**src/rtl/keypad_pkg.sv**
```systemverilog
// Shared widths, types and the lowest-set-bit priority helper for the keypad
// key encoder.
package keypad_pkg;

    localparam int KEY_W  = 16;
    localparam int CODE_W = 4;

    typedef logic [KEY_W-1:0]  key_vec_t;
    typedef logic [CODE_W-1:0] key_code_t;

    typedef struct packed {
        logic      found;
        key_code_t code;
    } lowest_t;

    // Scanning from the top down lets the lowest set bit win last.
    function automatic lowest_t lowest_set(input key_vec_t vec);
        lowest_t result;
        result.found = 1'b0;
        result.code  = '0;
        for (int i = KEY_W - 1; i >= 0; i--) begin
            if (vec[i]) begin
                result.found = 1'b1;
                result.code  = key_code_t'(i);
            end
        end
        return result;
    endfunction

endpackage

```
**src/rtl/sync_fifo.sv**
```systemverilog
// Single-clock FIFO with a registered head output; a push is accepted while
// full provided a pop happens in the same cycle.
module sync_fifo #(
    parameter int WIDTH = 4,
    parameter int DEPTH = 4
) (
    input  logic                     clk,
    input  logic                     rst,
    input  logic                     push,
    input  logic [WIDTH-1:0]         push_data,
    input  logic                     pop,
    output logic [WIDTH-1:0]         pop_data,
    output logic                     full,
    output logic                     empty,
    output logic [$clog2(DEPTH):0]   count
);

    localparam int PTR_W = $clog2(DEPTH);
    localparam int CNT_W = PTR_W + 1;

    logic [WIDTH-1:0] mem [DEPTH];
    logic [PTR_W-1:0] rd_ptr;
    logic [PTR_W-1:0] wr_ptr;
    logic [PTR_W-1:0] rd_next;
    logic [CNT_W-1:0] count_q;
    logic [WIDTH-1:0] head_q;
    logic [WIDTH-1:0] head_next;
    logic             do_push;
    logic             do_pop;

    assign empty   = (count_q == '0);
    assign full    = (count_q == CNT_W'(DEPTH));
    assign do_pop  = pop && !empty;
    assign do_push = push && (!full || do_pop);
    assign rd_next = do_pop ? rd_ptr + PTR_W'(1) : rd_ptr;

    // The next head is the word being written when it lands exactly where the
    // read pointer is heading, otherwise whatever is already stored there.
    assign head_next = (do_push && (wr_ptr == rd_next)) ? push_data : mem[rd_next];

    always_ff @(posedge clk or posedge rst) begin
        if (rst) begin
            for (int i = 0; i < DEPTH; i++) begin
                mem[i] <= '0;
            end
        end else if (do_push) begin
            mem[wr_ptr] <= push_data;
        end
    end

    always_ff @(posedge clk or posedge rst) begin
        if (rst) begin
            rd_ptr  <= '0;
            wr_ptr  <= '0;
            count_q <= '0;
            head_q  <= '0;
        end else begin
            rd_ptr <= rd_next;
            head_q <= head_next;
            if (do_push) begin
                wr_ptr <= wr_ptr + PTR_W'(1);
            end
            case ({do_push, do_pop})
                2'b10:   count_q <= count_q + CNT_W'(1);
                2'b01:   count_q <= count_q - CNT_W'(1);
                default: count_q <= count_q;
            endcase
        end
    end

    assign pop_data = head_q;
    assign count    = count_q;

endmodule

```
**src/rtl/keypad_key_encoder.sv**
```systemverilog
// Turns debounced key-state edges into a queue of 4-bit key codes, lowest key
// first, delivered over a valid/ready handshake.
module keypad_key_encoder
    import keypad_pkg::*;
#(
    parameter int FIFO_DEPTH = 4
) (
    input  logic                          clk,
    input  logic                          rst,
    input  key_vec_t                      keys,
    output key_code_t                     key_code,
    output logic                          key_valid,
    input  logic                          key_ready,
    output logic                          overflow,
    input  logic                          clr_overflow,
    output logic [$clog2(FIFO_DEPTH):0]   fifo_count
);

    key_vec_t  keys_prev;
    key_vec_t  pending;
    key_vec_t  new_press;
    key_vec_t  grant_onehot;
    lowest_t   lowest;
    logic      fifo_full;
    logic      fifo_empty;
    logic      pop;
    logic      can_accept;
    logic      grant;
    logic      duplicate;

    assign new_press = keys & ~keys_prev;
    assign lowest    = lowest_set(pending);
    assign pop       = key_valid && key_ready;
    assign can_accept = !fifo_full || pop;
    assign grant     = lowest.found && can_accept;

    always_comb begin
        grant_onehot = '0;
        if (grant) begin
            grant_onehot = key_vec_t'(1) << lowest.code;
        end
    end

    // A press on a key whose earlier press is still waiting collapses into it.
    assign duplicate = |(new_press & pending & ~grant_onehot);

    // keys_prev resets to all-ones so keys held across reset never register.
    always_ff @(posedge clk or posedge rst) begin
        if (rst) begin
            keys_prev <= '1;
            pending   <= '0;
        end else begin
            keys_prev <= keys;
            pending   <= (pending & ~grant_onehot) | new_press;
        end
    end

    always_ff @(posedge clk or posedge rst) begin
        if (rst) begin
            overflow <= 1'b0;
        end else if (duplicate) begin
            overflow <= 1'b1;
        end else if (clr_overflow) begin
            overflow <= 1'b0;
        end
    end

    sync_fifo #(
        .WIDTH (CODE_W),
        .DEPTH (FIFO_DEPTH)
    ) u_fifo (
        .clk       (clk),
        .rst       (rst),
        .push      (grant),
        .push_data (lowest.code),
        .pop       (pop),
        .pop_data  (key_code),
        .full      (fifo_full),
        .empty     (fifo_empty),
        .count     (fifo_count)
    );

    assign key_valid = !fifo_empty;

endmodule

```
**config.mk**
```make
export PLATFORM = sky130hd
export DESIGN_NAME = keypad_key_encoder
export DESIGN_NICKNAME = d
export VERILOG_FILES = /design/src/rtl/keypad_pkg.sv /design/src/rtl/sync_fifo.sv /design/src/rtl/keypad_key_encoder.sv
export SDC_FILE = /design/constraint.sdc
export NUM_CORES = 1
export LEC_CHECK = 0
export BUFFER_PORTS_ARGS = -buffer_cell sky130_fd_sc_hd__buf_2
export CORE_MARGIN = 5
export CORE_UTILIZATION = 53
export DETAILED_ROUTE_END_ITERATION = 12
export PLACE_DENSITY = 0.8
export SETUP_SLACK_MARGIN = 0.02
export SLEW_MARGIN = 20
export SYNTH_ARGS = -nofsm -noshare
export SYNTH_HDL_FRONTEND = slang
export SYNTH_SLANG_ARGS = --single-unit
```
**constraint.sdc**
```tcl
create_clock -name clk -period 2.6 [get_ports clk]
set_clock_uncertainty 0.05 [all_clocks]
set_input_delay 0.13 -clock clk [delete_from_list [all_inputs] [get_ports clk]]
set_output_delay 0.13 -clock clk [all_outputs]
set_load 0.05 [all_outputs]
```
**Word level (Yosys, flattened, before mapping)**

Cells that the tools add are included.

- Memories: 0
- Output and inout bits: 9
- Input bits: 20
- RAM bits: 0
- Flip-flop bits (word level): 60
- Bits in read-only memories: 0
- Latch bits: 0
- Word-level logic and storage cells: 74

- Reductions and logical operators: 14
- Bitwise gates (word level): 9
- $lt $le $gt $ge: 3
- Div/mod/pow operators: 0
- Multiply operators: 0
- Shift operators: 1
- Eq/ne operators: 4
- Muxes and demuxes: 28
- Add/sub/neg operators: 4

Operators with widths:

| cell | number |
|---|---|
| $mux 5 | 16 |
| $and 16x16->16 | 4 |
| $not 16->16 | 2 |
| $bwmux 16 | 1 |
| $mux 16 | 1 |
| $mux 4 | 4 |
| $or 16x16->16 | 1 |
| $reduce_or 16->1 | 1 |
| $shl 1x4->16 const A | 1 |
| $bmux 4 s2 | 1 |
| $demux 4 s2 | 1 |
| $ge 3x3->1 const B | 2 |
| $logic_and 1x1->1 | 6 |
| $not 2->3 | 2 |
| $pmux 3 s2 | 1 |
| $add 2x1->2 const B | 2 |
| $reduce_bool 2->1 | 2 |
| $add 3x1->3 const B | 1 |
| $eq 3x3->1 const B | 1 |
| $logic_not 3->1 | 1 |
| $lt 3x1->1 const B | 1 |
| $sub 3x1->3 const B | 1 |
| $eq 2x1->1 const B | 1 |
| $eq 2x2->1 | 1 |
| 5 further kinds | 8 |

**Longest topological paths before layout**

Gate-level depths: netlist (run 1).

- Word-level depth: 22
- Mapped depth: 10
- Mapped depth without buffers: 10

**Modules after synthesis**

From an unflattened synthesis (run 1), not the netlist that was laid out.

- Cell total of the unflattened synthesis: 324
- Area total of the unflattened synthesis: 3296.9 um^2

By module, submodules not included:

| module | times used | sequential area each (um^2) | area an instance (um^2) | cells each |
|---|---|---|---|---|
| keypad_key_encoder | 1 | 845.8 | 1745.4 | 183 |
| sync_fifo | 1 | 675.6 | 1551.5 | 141 |

**Worst setup path after synthesis (run 1)**

Ideal clock, no wire load.

- Path kind: register to register
- Start: register u_fifo.count_q[2], in the netlist u_fifo.count[2]
- End: register u_fifo.head_q[1], in the netlist u_fifo.pop_data[1]
- Path slack: -0.264 ns
- Buffers on the path: 0
- Clock period less this slack: 2.864 ns
- Cell stages (with the launch flop): 6
- Data required time: 2.425 ns
- Library setup time: 0.125 ns
- Data arrival time: 2.689 ns
- Cells stage by stage: dfrtp_1 > or3_1 > and2_1 > xnor2_2 > mux4_2 > mux2_2

- Cells in the longest elaborated chain, start to end: 10
- Elaborated cells between the ends (all ways): 18
- Those cells by class: 2 x eq/ne; 5 x mux; 1 x bitwise; 10 x reduce/logical

Ends and longest elaborated chain:

| item | line | text |
|---|---|---|
| start: declaration | sync_fifo.sv:25 | `logic [CNT_W-1:0] count_q;` |
| start signal: assignment | sync_fifo.sv:64 | `2'b10: count_q <= count_q + CNT_W'(1);` |
| start signal: assignment | sync_fifo.sv:65 | `2'b01: count_q <= count_q - CNT_W'(1);` |
| start signal: assignment | sync_fifo.sv:66 | `default: count_q <= count_q;` |
| $logic_not 3->1 * | sync_fifo.sv:31 | `assign empty = (count_q == '0);` |
| $logic_not 1->1 * | keypad_key_encoder.sv:83 | `assign key_valid = !fifo_empty;` |
| net key_valid | keypad_key_encoder.sv:12 | `output logic key_valid,` |
| $logic_and 1x1->1 | keypad_key_encoder.sv:33 | `assign pop = key_valid && key_ready;` |
| $logic_and 1x1->1 | sync_fifo.sv:33 | `assign do_pop = pop && !empty;` |
| $mux 2 | sync_fifo.sv:35 | `assign rd_next = do_pop ? rd_ptr + PTR_W'(1) : rd_ptr;` |
| $not 2->3 (implied by the code) | sync_fifo.sv:39 | `assign head_next = (do_push && (wr_ptr == rd_next)) ? push_data : mem[rd_next];` |
| $bmux 4 s2 | sync_fifo.sv:39 |  |
| $mux 4 (implied by the code) (2 in series) | sync_fifo.sv:39 |  |
| $mux 4 * | sync_fifo.sv:39 |  |
| net u_fifo.head_next[1] | sync_fifo.sv:27 | `logic [WIDTH-1:0] head_next;` |
| end signal: assignment | sync_fifo.sv:59 | `head_q <= head_next;` |
| end: declaration | sync_fifo.sv:26 | `logic [WIDTH-1:0] head_q;` |

The timed path passes the listed nets; every way through them passes the cells marked *. The select of a mux whose other input is x is not followed.
A chain may end at the register's enable or synchronous reset.

**Worst setup path in the final report (run 1)**

- Start: register pending[12]
- End: register overflow

- Cells in the longest elaborated chain, start to end: 19
- Elaborated cells between the ends (all ways): 22
- Those cells by class: 1 x shift; 15 x mux; 3 x bitwise; 3 x reduce/logical

Ends and longest elaborated chain:

| item | line | text |
|---|---|---|
| start: declaration | keypad_key_encoder.sv:20 | `key_vec_t pending;` |
| start signal: assignment | keypad_key_encoder.sv:54 | `pending <= (pending & ~grant_onehot) \| new_press;` |
| $mux 5 (13 in series) | keypad_pkg.sv:22 | `if (vec[i]) begin` |
| $shl 1x4->16 or $logic_and 1x1->1 (tied branches) | keypad_key_encoder.sv:40, keypad_key_encoder.sv:35 |  |
| $mux 16 | keypad_key_encoder.sv:39 | `if (grant) begin` |
| $not 16->16 | keypad_key_encoder.sv:45 | `assign duplicate = \|(new_press & pending & ~grant_onehot);` |
| $and 16x16->16 * | keypad_key_encoder.sv:45 |  |
| $reduce_or 16->1 * | keypad_key_encoder.sv:45 |  |
| $mux 1 or $reduce_bool 2->1 (tied branches) | n/a |  |
| end signal: assignment | keypad_key_encoder.sv:60 | `overflow <= 1'b0;` |
| end signal: assignment | keypad_key_encoder.sv:62 | `overflow <= 1'b1;` |
| end signal: assignment | keypad_key_encoder.sv:64 | `overflow <= 1'b0;` |
| end: declaration | keypad_key_encoder.sv:14 | `output logic overflow,` |

Mark *: on every way between the ends. The rest lies on a longest branch, timed or not.

==> results.ini, run 1 <==
[timing]
setup_violations = 0
report.final.slew_viol_count = 0
fmax_mhz = 399.2
worstMarginPinSlew_ns = 0.5454
rsz0062_at_grt = true
timing.final.ws_setup_ns = 0.09497
fin_crit_ns = 2.505
tns_ns = 0
final-hold-violation-count = 0
fin_crit_sh_pct = 96.35
maxSlewHeadroom_pct = 63.59

[yosys]
ys_async_sr_fraction_pct = 100.0
synth.largest_area_cell = dfrtp_1
synth.area.top_cells = dfrtp_1, dfstp_2, mux2_2
syn_area_per_cell_sq_um = 11.10
synth_seq_cells = 60
synthTopCellsByCount = dfrtp_1, o21ai_0, inv_1, nand2_1
ys_seq_area_share_pct = 51.53
synth_fp_nets = 292
netlist_area_sq_um = 2953
synth-main-ff-cell = dfrtp_1
synth.distinct_cells = 62
synth_top_area_share_pct = 37.29
yosys_warnings = 0
synth-edff-count = 0
synth.most_common_cell = dfrtp_1
synthCells = 266

[clocking]
cts_inserted_buffers = 9
cts.htree.levels = 3
cts_root_buf = clkbuf_8
path_clk_slew_ns = 0.07
clk_latency_ns = 0.34
cts_sinks = 60
cts.path.max_buffers = 2
tritoncts = built

[finish]
fin_nets = 373
drive_gt1_share_pct = 38.07
final_util_pct = 70.21
nFillCells = 421
area_delta_synth_final_pct = 30.13
final_cell_area_sq_um = 3842
n_antenna_cell = 0

[setup_path]
worstSetupEndpointType = flip-flop
r2r_cells = 6
cp.required_ns = 2.77
path_max_fanout = 4
criticalPathCategory = flip-flop to flip-flop
worstPathArrival_ns = 2.68
rrSetupSlack_ns = 0.09
rr_endpoint = overflow
r2r_start = pending[12]
cp-start-kind = flip-flop

[job]
cap_violations = 0

[power_and_ir_drop]
p_leak_nw = 1.687
power.total_mw = 3.638
power_density_nw_per_um2 = 946.9
ir_worst_vdd_v = 0.0007271

[placement]
post-place-ws_ns = -0.05823
numPortBuffers = 28
dpl-instance-area_sq_um = 3397
hpwl_um = 4862
gp_congestion = 0.9251

[global_routing]
overflow = 0
grt_max_degree = 28
track_usage_pct = 21.25
grt_pass1_wl_um = 11930
grt_pass1_vias = 2463
antenna_found_initial = 0

[worst_hold_path]
hp-start = key_ready
hold_depth = 5
min_path_type = primary input to flip-flop
holdPathEnd = pending[0]

[die]
rows = 27
coreArea_sq_um = 5473
fp.dieArea_sq_um = 7164
die_w_um = 84.64
die-height_um = 84.64
floorplan.initialDensity_pct = 53.96
ioPinCount = 29

[route]
drtPass1Iterations = 4
ant_nets = 0
routedWlPerCell_um = 16.27
drt_iter0_drc = 179
detail_route.vias_per_cell = 5.417
drc_errors = 0
routed_wl_um = 6899
vias = 2297

[run_status]
status = finished clean

==> timing repair <==
action,in CTS,in global routing
hold endpoints to repair,31,0
pin swaps,1,6
buffers inserted,0,4
endpoints found under the setup margin,1,2
hold buffers,17,0
gates cloned,0,0
resized for setup,2,7
==> where the power goes <==
part / internal (mW) / leakage, nW / total, mW / switching, mW
clock: 0.539 / 0.102 / 0.915 / 0.376
combinational: 0.632 / 0.912 / 1.41 / 0.775
sequential: 1.15 / 0.673 / 1.32 / 0.163
==> critical path, cell delays in order (launching register included) <==
cell	delay, ns
dfrtp_1	0.41
o311a_1	0.39
or2_0	0.25
or4_1	0.51
a311oi_1	0.30
o311ai_1	0.13
or3_1	0.35
==> kinds of logic (layout without fill, tap and decap cells) <==
family                   count (synthesis)  in the layout  share of synthesized area, %
AND/OR/NAND/NOR                         78             78                         14.58
AO/OA/AOI/OAI                           61             61                         14.53
flip-flops                              60             60                         51.53
buffers and inverters                   32            118                         4.449
multiplexers                            21             21                         9.492
XOR/XNOR                                 8              8                         2.627
adder cells (fa/ha/maj)                  6              6                         2.797
==> per-stage QoR <==
stage | instances | hold slack [ns]
final | 424 | 0.1786
after global routing | 424 | 0.1878
after CTS | 420 | 0.1579
after detailed placement | 387 | 0.1546
after global placement | 387 | 0.1542
after floorplan | 266 | 0.08448
==> how the worst max path moves through the flow <==
| stage | cells past startpoint | slack [ns] | endpoint | start |
|---|---|---|---|---|
| 5_1_grt | 6 | -0.005 | overflow | pending[12] |
| 2_1_floorplan | 10 | 0.05 | u_fifo.count[2] | pending[12] |
| 3_3_place_gp | 10 | 0.04 | u_fifo.count[2] | pending[12] |
| 3_5_place_dp | 10 | -0.06 | u_fifo.count[2] | pending[12] |
| 4_1_cts | 7 | 0.07 | overflow | pending[4] |
| 6_report | 6 | 0.09 | overflow | pending[12] |
==> metal layers <==
metal  routed length [um]  global-route usage (%)  up-vias  share of wire [%]
li1                     -                       -     1116                  -
met4                  106                   7.914        0                1.5
met2                 3236                   33.38       77                 47
met1                 3106                   28.44     1091                 45
met3                  450                   5.496       13                6.5
met5                    0                       0        -                  0
==> state kept, by name, summed over array words and instances (netlist names) <==
name             count
pending             16
u_fifo.count         3
u_fifo.pop_data      4
u_fifo.rd_ptr        2
overflow             1
u_fifo.wr_ptr        2
u_fifo.mem          16
keys_prev           16
==> final cells by class <==
type	count	area (sq um)	area share, %
timing repair buffer	76	543.0	14.13
tap	72	90.09	2.345
clock buffer	10	127.6	3.321
multi-input combinational	174	1370	35.66
clock inverter	6	88.84	2.312
sequential	60	1525	39.69
inverter	26	97.59	2.540
==> layout by cell type, fill, tap and decap left out, types with 3 or more instances in the layout <==
cell type,count
dfstp_2,16
nor2b_1,3
nor2_1,12
a21oi_1,3
nor3_1,5
xnor2_1,4
dfrtp_1,41
buf_2,28
o311ai_1,3
mux4_2,4
nand2_1,19
nand3_1,5
mux2_2,16
nand2b_1,6
clkbuf_8,9
o21ai_0,27
a21o_1,3
buf_4,31
inv_1,24
nand3b_1,6
dfrtp_2,3
ha_1,4
dlygate4sd3_1,17
No activity file was read; power rests on OpenSTA's default activity.
==> inputs of run 2 (changes only) <==
==> constraint.sdc (replaced) <==
create_clock -name clk -period 2.6 [get_ports clk]
set_clock_uncertainty 0.05 [all_clocks]
set_input_delay 0.13 -clock clk [delete_from_list [all_inputs] [get_ports clk]]
set_output_delay 0.13 -clock clk [all_outputs]
set_load 0.005 [all_outputs]
==> run 2 against run 1 <==
Fmax shrank 0.23%. Sequential share of layout area rose by 0.73 points. Flip-flop and latch count did not move. Critical path type unchanged. Largest power group is now sequential cells. Highest routed layer unchanged.
==> results.ini, run 2 (same netlist as run 1, synthesis figures left out) <==
[finish]
final_cell_area_sq_um = 3776  ; -1.7%
n_antenna_cell = 0  ; unchanged
layout_common_cells = dfrtp_1, buf_2, o21ai_0
fin_nets = 367  ; -1.6%
final_util_pct = 69.00  ; -1.2 points
reg.largest.list = keys_prev (16), pending (16), u_fifo.mem (16)
nFillCells = 428  ; +1.7%
mostFrequentLayoutCell = dfrtp_1
drive_gt1_share_pct = 36.13  ; -1.9 points
area_delta_synth_final_pct = 27.88

[global_routing]
track_usage_pct = 20.50  ; -0.75 points
grt_max_degree = 30  ; +7.1%
overflow = 0  ; unchanged
grt_pass1_vias = 2381  ; -3.3%
grt_pass1_wl_um = 11420  ; -4.3%
antenna_found_initial = 0  ; unchanged

[die]
die_w_um = 84.64  ; unchanged
coreArea_sq_um = 5473  ; unchanged
floorplan.initialDensity_pct = 53.96  ; unchanged
rows = 27  ; unchanged
die-height_um = 84.64  ; unchanged
fp.dieArea_sq_um = 7164  ; unchanged
ioPinCount = 29  ; unchanged

[clocking]
path_clk_slew_ns = 0.07  ; about the same
tritoncts = built
cts_inserted_buffers = 9  ; unchanged
cts_sinks = 60  ; unchanged
cts_root_buf = clkbuf_8
cts.path.max_buffers = 2  ; unchanged
clk_latency_ns = 0.34  ; about the same
cts.htree.levels = 3  ; unchanged

[power_and_ir_drop]
switching_share_pct = 32.56  ; -3.5 points
comb_power_share_pct = 35.5  ; -3.2 points
p_leak_nw = 1.660  ; -1.6%
power_density_nw_per_um2 = 906.3  ; -4.3%
internal_power_mw = 2.308  ; -0.73%
ir_worst_vdd_v = 0.0006442  ; -11%
seq_power_share_pct = 38.0  ; +1.8 points
p_switching_mw = 1.114  ; -15%
clockPowerShare_pct = 26.5  ; +1.4 points

[setup_path]
cp.required_ns = 2.81  ; +0.04 ns
cp-start-kind = flip-flop
criticalPathCategory = flip-flop to flip-flop
rrSetupSlack_ns = 0.09  ; about the same
worstPathArrival_ns = 2.72  ; +0.04 ns
rr_endpoint = u_fifo.count[2]
crit_path_end = u_fifo.count[2]
startpoint = pending[8]
worstSetupEndpointType = flip-flop
r2r_cells = 10  ; +4
r2r_start = pending[8]
path_max_fanout = 6  ; +2

[route]
ant_nets = 0  ; unchanged
vias = 2311  ; +0.61%
detail_route.vias_per_cell = 5.529  ; +2.1%
drtPass1Iterations = 5  ; +1
routed_wl_um = 6743  ; -2.3%
drc_errors = 0  ; unchanged
routedWlPerCell_um = 16.13  ; -0.86%
drt_iter0_drc = 224  ; +25%

[timing]
fin_crit_sh_pct = 96.57  ; +0.22 points
setup_violations = 0  ; unchanged
worstMarginPinSlew_ns = 0.6172  ; +0.07184 ns
rsz0062_at_grt = true
maxSlewHeadroom_pct = 58.79  ; -4.8 points
fin_crit_ns = 2.511  ; +0.005799 ns
fmax_mhz = 398.3  ; -0.23%
hold_slack_ns = 0.1641  ; -0.01450 ns
timing.final.ws_setup_ns = 0.08917  ; -0.005799 ns
final-hold-violation-count = 0  ; unchanged
report.final.slew_viol_count = 0  ; unchanged

[placement]
gp_congestion = 0.9390  ; +1.5%
numPortBuffers = 28  ; unchanged
hpwl_um = 4764  ; -2.0%
post-place-ws_ns = -0.09848  ; -0.04025 ns
dpl-instance-area_sq_um = 3321  ; -2.2%

[worst_hold_path]
hold_depth = 5  ; unchanged
min_path_type = primary input to flip-flop

[job]
cap_violations = 0  ; unchanged

[run_status]
status = finished clean

-- run 2: how the worst min path moves through the flow --
stage / from / to / slack (ns)
after detailed placement: rst / pending[1] / 0.19
after floorplan: keys[0] / keys_prev[0] / 0.08
after global placement: rst / u_fifo.count[0] / 0.19
after CTS: key_ready / pending[0] / 0.15
after global routing: key_ready / pending[0] / 0.17
final: key_ready / pending[0] / 0.16
-- run 2: layout make-up --
class                   count  area (sq um)  share of cell area [%]
repair buffers             70         498.0                   13.19
multi-input cells         174          1348                   35.69
clock buffers              10         127.6                   3.380
inverters                  26         97.59                   2.584
well taps                  72         90.09                   2.386
flip-flops and latches     60          1526                   40.42
clock inverters             6         88.84                   2.353
-- run 2: what timing repair did --
action | 4_1_cts | 5_1_grt
buffers inserted | 0 | 3
endpoints found under the setup margin | 1 | 2
resized for setup | 4 | 8
hold endpoints to repair | 38 | 0
pin swaps | 0 | 1
hold buffers | 17 | 0
-- run 2: power groups by stage --
stage	Sequential [mW]	Combinational, mW	Clock [mW]
2_1_floorplan	1.27	0.831	0
3_5_place_dp	1.30	1.19	0
4_1_cts	1.29	1.21	0.931
5_1_grt	1.33	1.33	0.979
6_report	1.30	1.21	0.908
3_3_place_gp	1.29	1.16	0
-- run 2: worst max-delay path, cell delays in order (launching register included) --
cell and delay [ns]:
dfrtp_2 0.44, or4_4 0.57, nor2_4 0.14, a31oi_2 0.10
inv_1 0.08, ha_1 0.16, inv_1 0.05, fa_1 0.37
xor2_1 0.15, nor2_1 0.13, xor2_1 0.18
-- run 2: per-stage QoR --
stage,cells,setup TNS [ns],total power [mW]
after global routing,418,-0.01406,3.639
final,418,0,3.422
after global placement,382,0,2.446
after floorplan,266,0,2.101
after detailed placement,382,-0.09848,2.488
after CTS,415,0,3.435
-- run 2: routing by layer --
layer	wire (um)	up-vias	GRT usage, %
met5	0	-	0
met4	160	0	7.050
met3	405	15	6.968
met2	3210	79	32.81
met1	2967	1112	26.06
li1	-	1105	-
